===== src/rtl/add_serial_feeder.sv =====
// add_serial_feeder: operand sequencer for the 8-bit serial adder.
// Buffers (a,b) pairs in a small FIFO, launches one add at a time with the
// operands held stable, waits a fixed latency, then offers the sum together
// with its operands on a result stream.
//
// Handshake rule for both streams: a transfer happens on a rising clk edge
// where valid && ready are both high; a source holding valid keeps its data
// stable until that edge, and valid never depends combinationally on ready.
module add_serial_feeder #(
    parameter int W         = 8,
    parameter int DEPTH     = 4,
    parameter int EN_CYCLES = 2,
    parameter int LATENCY   = 9
) (
    input  logic                     clk,
    input  logic                     rst,
    input  logic                     in_valid,
    output logic                     in_ready,
    input  logic [W-1:0]             in_a,
    input  logic [W-1:0]             in_b,
    output logic [W-1:0]             add_a,
    output logic [W-1:0]             add_b,
    output logic                     add_en,
    input  logic [W-1:0]             add_out,
    output logic                     res_valid,
    input  logic                     res_ready,
    output logic [W-1:0]             res_sum,
    output logic [W-1:0]             res_a,
    output logic [W-1:0]             res_b,
    output logic                     busy,
    output logic [$clog2(DEPTH):0]   fifo_count
);

    localparam int AW      = $clog2(DEPTH);
    localparam int CNT_MAX = (EN_CYCLES > LATENCY) ? EN_CYCLES : LATENCY;
    localparam int CW      = $clog2(CNT_MAX + 1);

    localparam logic [AW:0]   COUNT_FULL = (AW + 1)'(DEPTH);
    localparam logic [AW:0]   COUNT_ONE  = (AW + 1)'(1);
    localparam logic [CW-1:0] EN_LAST    = CW'(EN_CYCLES - 1);
    localparam logic [CW-1:0] WAIT_LAST  = CW'(LATENCY - 1);
    localparam logic [CW-1:0] CNT_ONE    = CW'(1);

    localparam logic [1:0] S_IDLE   = 2'd0;
    localparam logic [1:0] S_LAUNCH = 2'd1;
    localparam logic [1:0] S_WAIT   = 2'd2;
    localparam logic [1:0] S_HOLD   = 2'd3;

    logic [1:0]    state;
    logic [CW-1:0] cnt;
    logic [W-1:0]  op_a;
    logic [W-1:0]  op_b;

    logic [W-1:0]  mem_a [DEPTH];
    logic [W-1:0]  mem_b [DEPTH];
    logic [AW-1:0] wr_ptr;
    logic [AW-1:0] rd_ptr;

    logic push;
    logic pop;

    // Full is judged from registered occupancy only; a full FIFO refuses even
    // in a cycle where it is also popping.
    assign in_ready = (fifo_count != COUNT_FULL);
    assign push     = in_valid && in_ready;
    assign pop      = (state == S_IDLE) && (fifo_count != '0) && !res_valid;

    // add_en is decoded from state so reset drops it without waiting for a clock.
    assign add_en = (state == S_LAUNCH);
    assign busy   = (state != S_IDLE);

    // FIFO storage; contents are meaningless while empty, so no reset needed.
    always_ff @(posedge clk) begin
        if (push) begin
            mem_a[wr_ptr] <= in_a;
            mem_b[wr_ptr] <= in_b;
        end
    end

    // FIFO pointers and occupancy; pointers wrap naturally since DEPTH is 2^AW.
    always_ff @(posedge clk or posedge rst) begin
        if (rst) begin
            wr_ptr     <= '0;
            rd_ptr     <= '0;
            fifo_count <= '0;
        end else begin
            if (push) wr_ptr <= wr_ptr + 1'b1;
            if (pop)  rd_ptr <= rd_ptr + 1'b1;
            case ({push, pop})
                2'b10:   fifo_count <= fifo_count + COUNT_ONE;
                2'b01:   fifo_count <= fifo_count - COUNT_ONE;
                default: fifo_count <= fifo_count;
            endcase
        end
    end

    // Launch/wait/hold sequencer; add_a/add_b change only on a pop.
    always_ff @(posedge clk or posedge rst) begin
        if (rst) begin
            state     <= S_IDLE;
            cnt       <= '0;
            add_a     <= '0;
            add_b     <= '0;
            op_a      <= '0;
            op_b      <= '0;
            res_valid <= 1'b0;
            res_sum   <= '0;
            res_a     <= '0;
            res_b     <= '0;
        end else begin
            case (state)
                S_IDLE: begin
                    if (pop) begin
                        add_a <= mem_a[rd_ptr];
                        add_b <= mem_b[rd_ptr];
                        op_a  <= mem_a[rd_ptr];
                        op_b  <= mem_b[rd_ptr];
                        cnt   <= '0;
                        state <= S_LAUNCH;
                    end
                end
                S_LAUNCH: begin
                    if (cnt == EN_LAST) begin
                        cnt   <= '0;
                        state <= S_WAIT;
                    end else begin
                        cnt <= cnt + CNT_ONE;
                    end
                end
                S_WAIT: begin
                    if (cnt == WAIT_LAST) begin
                        cnt       <= '0;
                        res_sum   <= add_out;
                        res_a     <= op_a;
                        res_b     <= op_b;
                        res_valid <= 1'b1;
                        state     <= S_HOLD;
                    end else begin
                        cnt <= cnt + CNT_ONE;
                    end
                end
                default: begin
                    if (res_ready) begin
                        res_valid <= 1'b0;
                        state     <= S_IDLE;
                    end
                end
            endcase
        end
    end

endmodule


===== config.mk =====
export PLATFORM = sky130hd
export DESIGN_NAME = add_serial_feeder
export DESIGN_NICKNAME = d
export VERILOG_FILES = /design/src/rtl/add_serial_feeder.sv
export SDC_FILE = /design/constraint.sdc
export NUM_CORES = 1
export LEC_CHECK = 0
export BUFFER_PORTS_ARGS = -buffer_cell sky130_fd_sc_hd__buf_2
export CAP_MARGIN = 40
export CORE_ASPECT_RATIO = 2
export CORE_MARGIN = 2
export CORE_UTILIZATION = 45
export CTS_CLUSTER_SIZE = 8
export DETAILED_ROUTE_END_ITERATION = 7
export PLACE_DENSITY_LB_ADDON = 0.12
export SLEW_MARGIN = 20
export SYNTH_ARGS = -nofsm -noshare
export SYNTH_HDL_FRONTEND = slang
export SYNTH_SLANG_ARGS = --single-unit

===== constraint.sdc =====
create_clock -name clk -period 2.7 [get_ports clk]
set_input_delay 0.405 -clock clk [delete_from_list [all_inputs] [get_ports clk]]
set_output_delay 0.405 -clock clk [all_outputs]
set_load 0.01 [all_outputs]

==> results.cfg <==
[run_status]
status = complete, no violations

[setup_path]
critPathLaunch = state[0]
r2r_slack_ns = 0.50
cp-endpoint = fifo_count[2]
cp-end-kind = flip-flop
cp_cell_sequence = inv_1 > ha_1 > inv_2 > nor3_4 > ha_1 > inv_1 > fa_1 > xor2_1 > nor2_1 > xor2_1
critical_path_arrival_ns = 2.52
crit_fanout = 8
r2r-end = fifo_count[2]
ff2ff_path_depth = 10
slowest_delay_ns = 0.41
r2r-start = state[0]
cp_slowest_cell = dfrtp_1
worstPathRequired_ns = 3.02
path_class = flip-flop to flip-flop
setup.worst_path.start_class = flip-flop

[place]
dp_hpwl_mm = 5.494
globalplace.congestion = 0.7178
io_buffer_count = 74

[global_routing]
grt-ovfl-total = 0
grtUsageMet1 = 0.1762
grt_max_degree = 55
antenna_found_initial = 0
grt_pass1_vias = 2670
globalRouteTotalUtil = 0.1609
met2_usage = 0.2825
top_usage_layer = met2
grt_pass1_wl_mm = 13.72
grt.met3_usage = 0.05247

[cts]
cts_tree = done
htree_levels = 4
clk_pin_slew_worst_paths_ns = 0.05
cts_sinks = 118
post_cts_buffers = 0
clk_path_buf_depth = 2
cts_repair_resize_count = 0
numCtsBuffers = 17
clk_latency_ns = 0.40
root_buffer = clkbuf_16
cts_hold_buffers = 0

[detailed_routing]
firstDrtPassIters = 4
final_antenna_net_count = 0
vias_per_cell = 5.002
routedWlPerCell_um = 16.26
wl_mm = 8.146
via_count = 2506
first_iter_violations = 76
drc = 0

[cells_and_area]
nFillCells = 857
final-seq-area_um2 = 3273
insertedDiodeCount = 0
multiInputGateArea_um2 = 1393
drive_above_1_share = 0.4368
nNetsFinal = 392
areaGrowthSynthToFinish_pct = 23.82

[synthesis]
async_flop_share = 0.4576
syn_area_um2 = 4763
post-synth-top-area-cell = edfxtp_1
synthTopCellsByArea = edfxtp_1 (40%), dfrtp_1 (28%), mux2_2 (9.9%)
ys_warn_count = 0
synth_cell_types = 37
seq_area_frac_synth = 0.6872
yosys_register_bits = 118
synth_flop_cell = edfxtp_1
synth_nets = 298
yosysMostFrequentCell = edfxtp_1
yosys-top-cells-count = edfxtp_1 (64), dfrtp_1 (54), mux2_2 (42), ha_1 (12), mux4_1 (12)
synth-edff-count = 64
synthCells = 257
syn_avg_cell_area_um2 = 18.53
synth_top_cell_area_share = 0.4035

[floorplan]
die_y_um = 149.5
coreArea_um2 = 10410
num_rows = 53
start_util = 0.4575
ioPinCount = 75
dieArea_um2 = 11470
die_w_um = 76.75

[sta]
period_minus_slack_ns = 2.200
rsz0062_at_grt = false
hold_ws_ns = 0.04669
setup_violations = 0
tightest_slew_ns = 0.6749
skew_ns = 0.007263
fmax_mhz = 454.6
fin_crit_sh = 0.8147
slew_headroom = 0.5501
finalHoldViolCount = 0
slew_viol_final = 0
finalSetupTns_ns = 0

[pwr]
leakage_nw = 2.523
p_int_mw = 4.609
ir_worst_vdd_uv = 610.0
swShare = 0.2823
power_switching_mw = 1.813
p_per_area_nw_per_um2 = 1089
power_frac_seq = 0.405
power_frac_clock = 0.335
power_frac_comb = 0.260

[worst_hold_path]
hp-class = input port to asynchronous set/reset pin

[run]
maxCapViolCount = 0
==> state kept, by name, indices dropped and copies added, names as in the netlist <==
| name | flops |
|---|---|
| state | 2 |
| res_a | 8 |
| wr_ptr | 2 |
| rd_ptr | 2 |
| op_b | 8 |
| fifo_count | 3 |
| cnt | 4 |
| res_b | 8 |
| mem_a | 32 |
| op_a | 8 |
| mem_b | 32 |
| res_sum | 8 |
| res_valid | 1 |
==> logic make-up (layout without fill, tap and decap cells) <==
family	after synthesis	in the layout	share of synthesized area
adders and majority gates	13	13	0.03572
xor gates and xnor gates	6	6	0.01103
buffers and inverters	19	126	0.02049
DFF	118	118	0.6872
AOI/OAI and AO/OA	15	15	0.02233
and+or+nand+nor	28	28	0.03888
muxes	58	58	0.1844
==> worst min path at each step <==
stage	start	endpoint	slack [ns]	depth (start not counted)
after floorplan	in_a[0]	mem_a[0][0]	0.50	0
after global placement	rst	res_sum[5]	0.47	3
after detailed placement	rst	res_sum[5]	0.48	3
after CTS	rst	op_b[0]	0.05	3
after global routing	rst	res_sum[7]	0.07	3
final	rst	res_b[1]	0.05	3
==> stage by stage <==
step | utilization | power (mW) | area [um2] | setup slack, ns | instances
floorplan | - | 3.791 | 4763 | 0.2478 | 257
global placement | 0.5115 | 4.320 | 5325 | 0.5534 | 469
detailed placement | 0.5115 | 4.345 | 5325 | 0.5089 | 469
CTS | 0.5665 | 6.542 | 5898 | 0.4741 | 501
global route | 0.5665 | 6.820 | 5898 | 0.3140 | 501
finish | 0.5665 | 6.423 | 5898 | 0.5003 | 501
==> power by group through the flow <==
| stage | clock, mW | combinational [mW] | sequential, mW |
|---|---|---|---|
| CTS | 2.22 | 1.71 | 2.62 |
| global route | 2.30 | 1.85 | 2.67 |
| finish | 2.15 | 1.67 | 2.60 |
| global placement | 0 | 1.69 | 2.63 |
| floorplan | 0 | 1.17 | 2.62 |
| detailed placement | 0 | 1.70 | 2.65 |
==> placed cells by master (no fill, tap or decap), types with 5 or more instances in the layout <==
cell type  instances
buf_2             74
edfxtp_1          64
dfrtp_1           54
mux2_2            42
clkbuf_16         17
mux4_1            12
ha_1              12
inv_1             10
buf_4              7
nand2_1            6
o21ai_0            5
==> critical path, delay by kind of cell (launching register included) <==
family        cells  cell delay [ns]
fa+ha+maj         3             0.88
flops             1             0.41
simple gates      2             0.30
xor+xnor          2             0.30
buf+inv           3             0.25
==> area by class of cell <==
cell class	instances	area share
Sequential cell	118	0.5549
Timing Repair Buffer	82	0.07510
Clock inverter	11	0.02249
Multi-Input combinational cell	120	0.2361
Tap cell	137	0.02906
Inverter	12	0.007637
Clock buffer	21	0.07467
==> metal layers <==
| metal | up-vias | share of wire |
|---|---|---|
| li1 | 1185 | - |
| met3 | 12 | 0.040 |
| met2 | 66 | 0.55 |
| met1 | 1243 | 0.39 |
| met4 | 0 | 0.018 |
| met5 | - | 0 |
(Power assumes the default switching activity.)
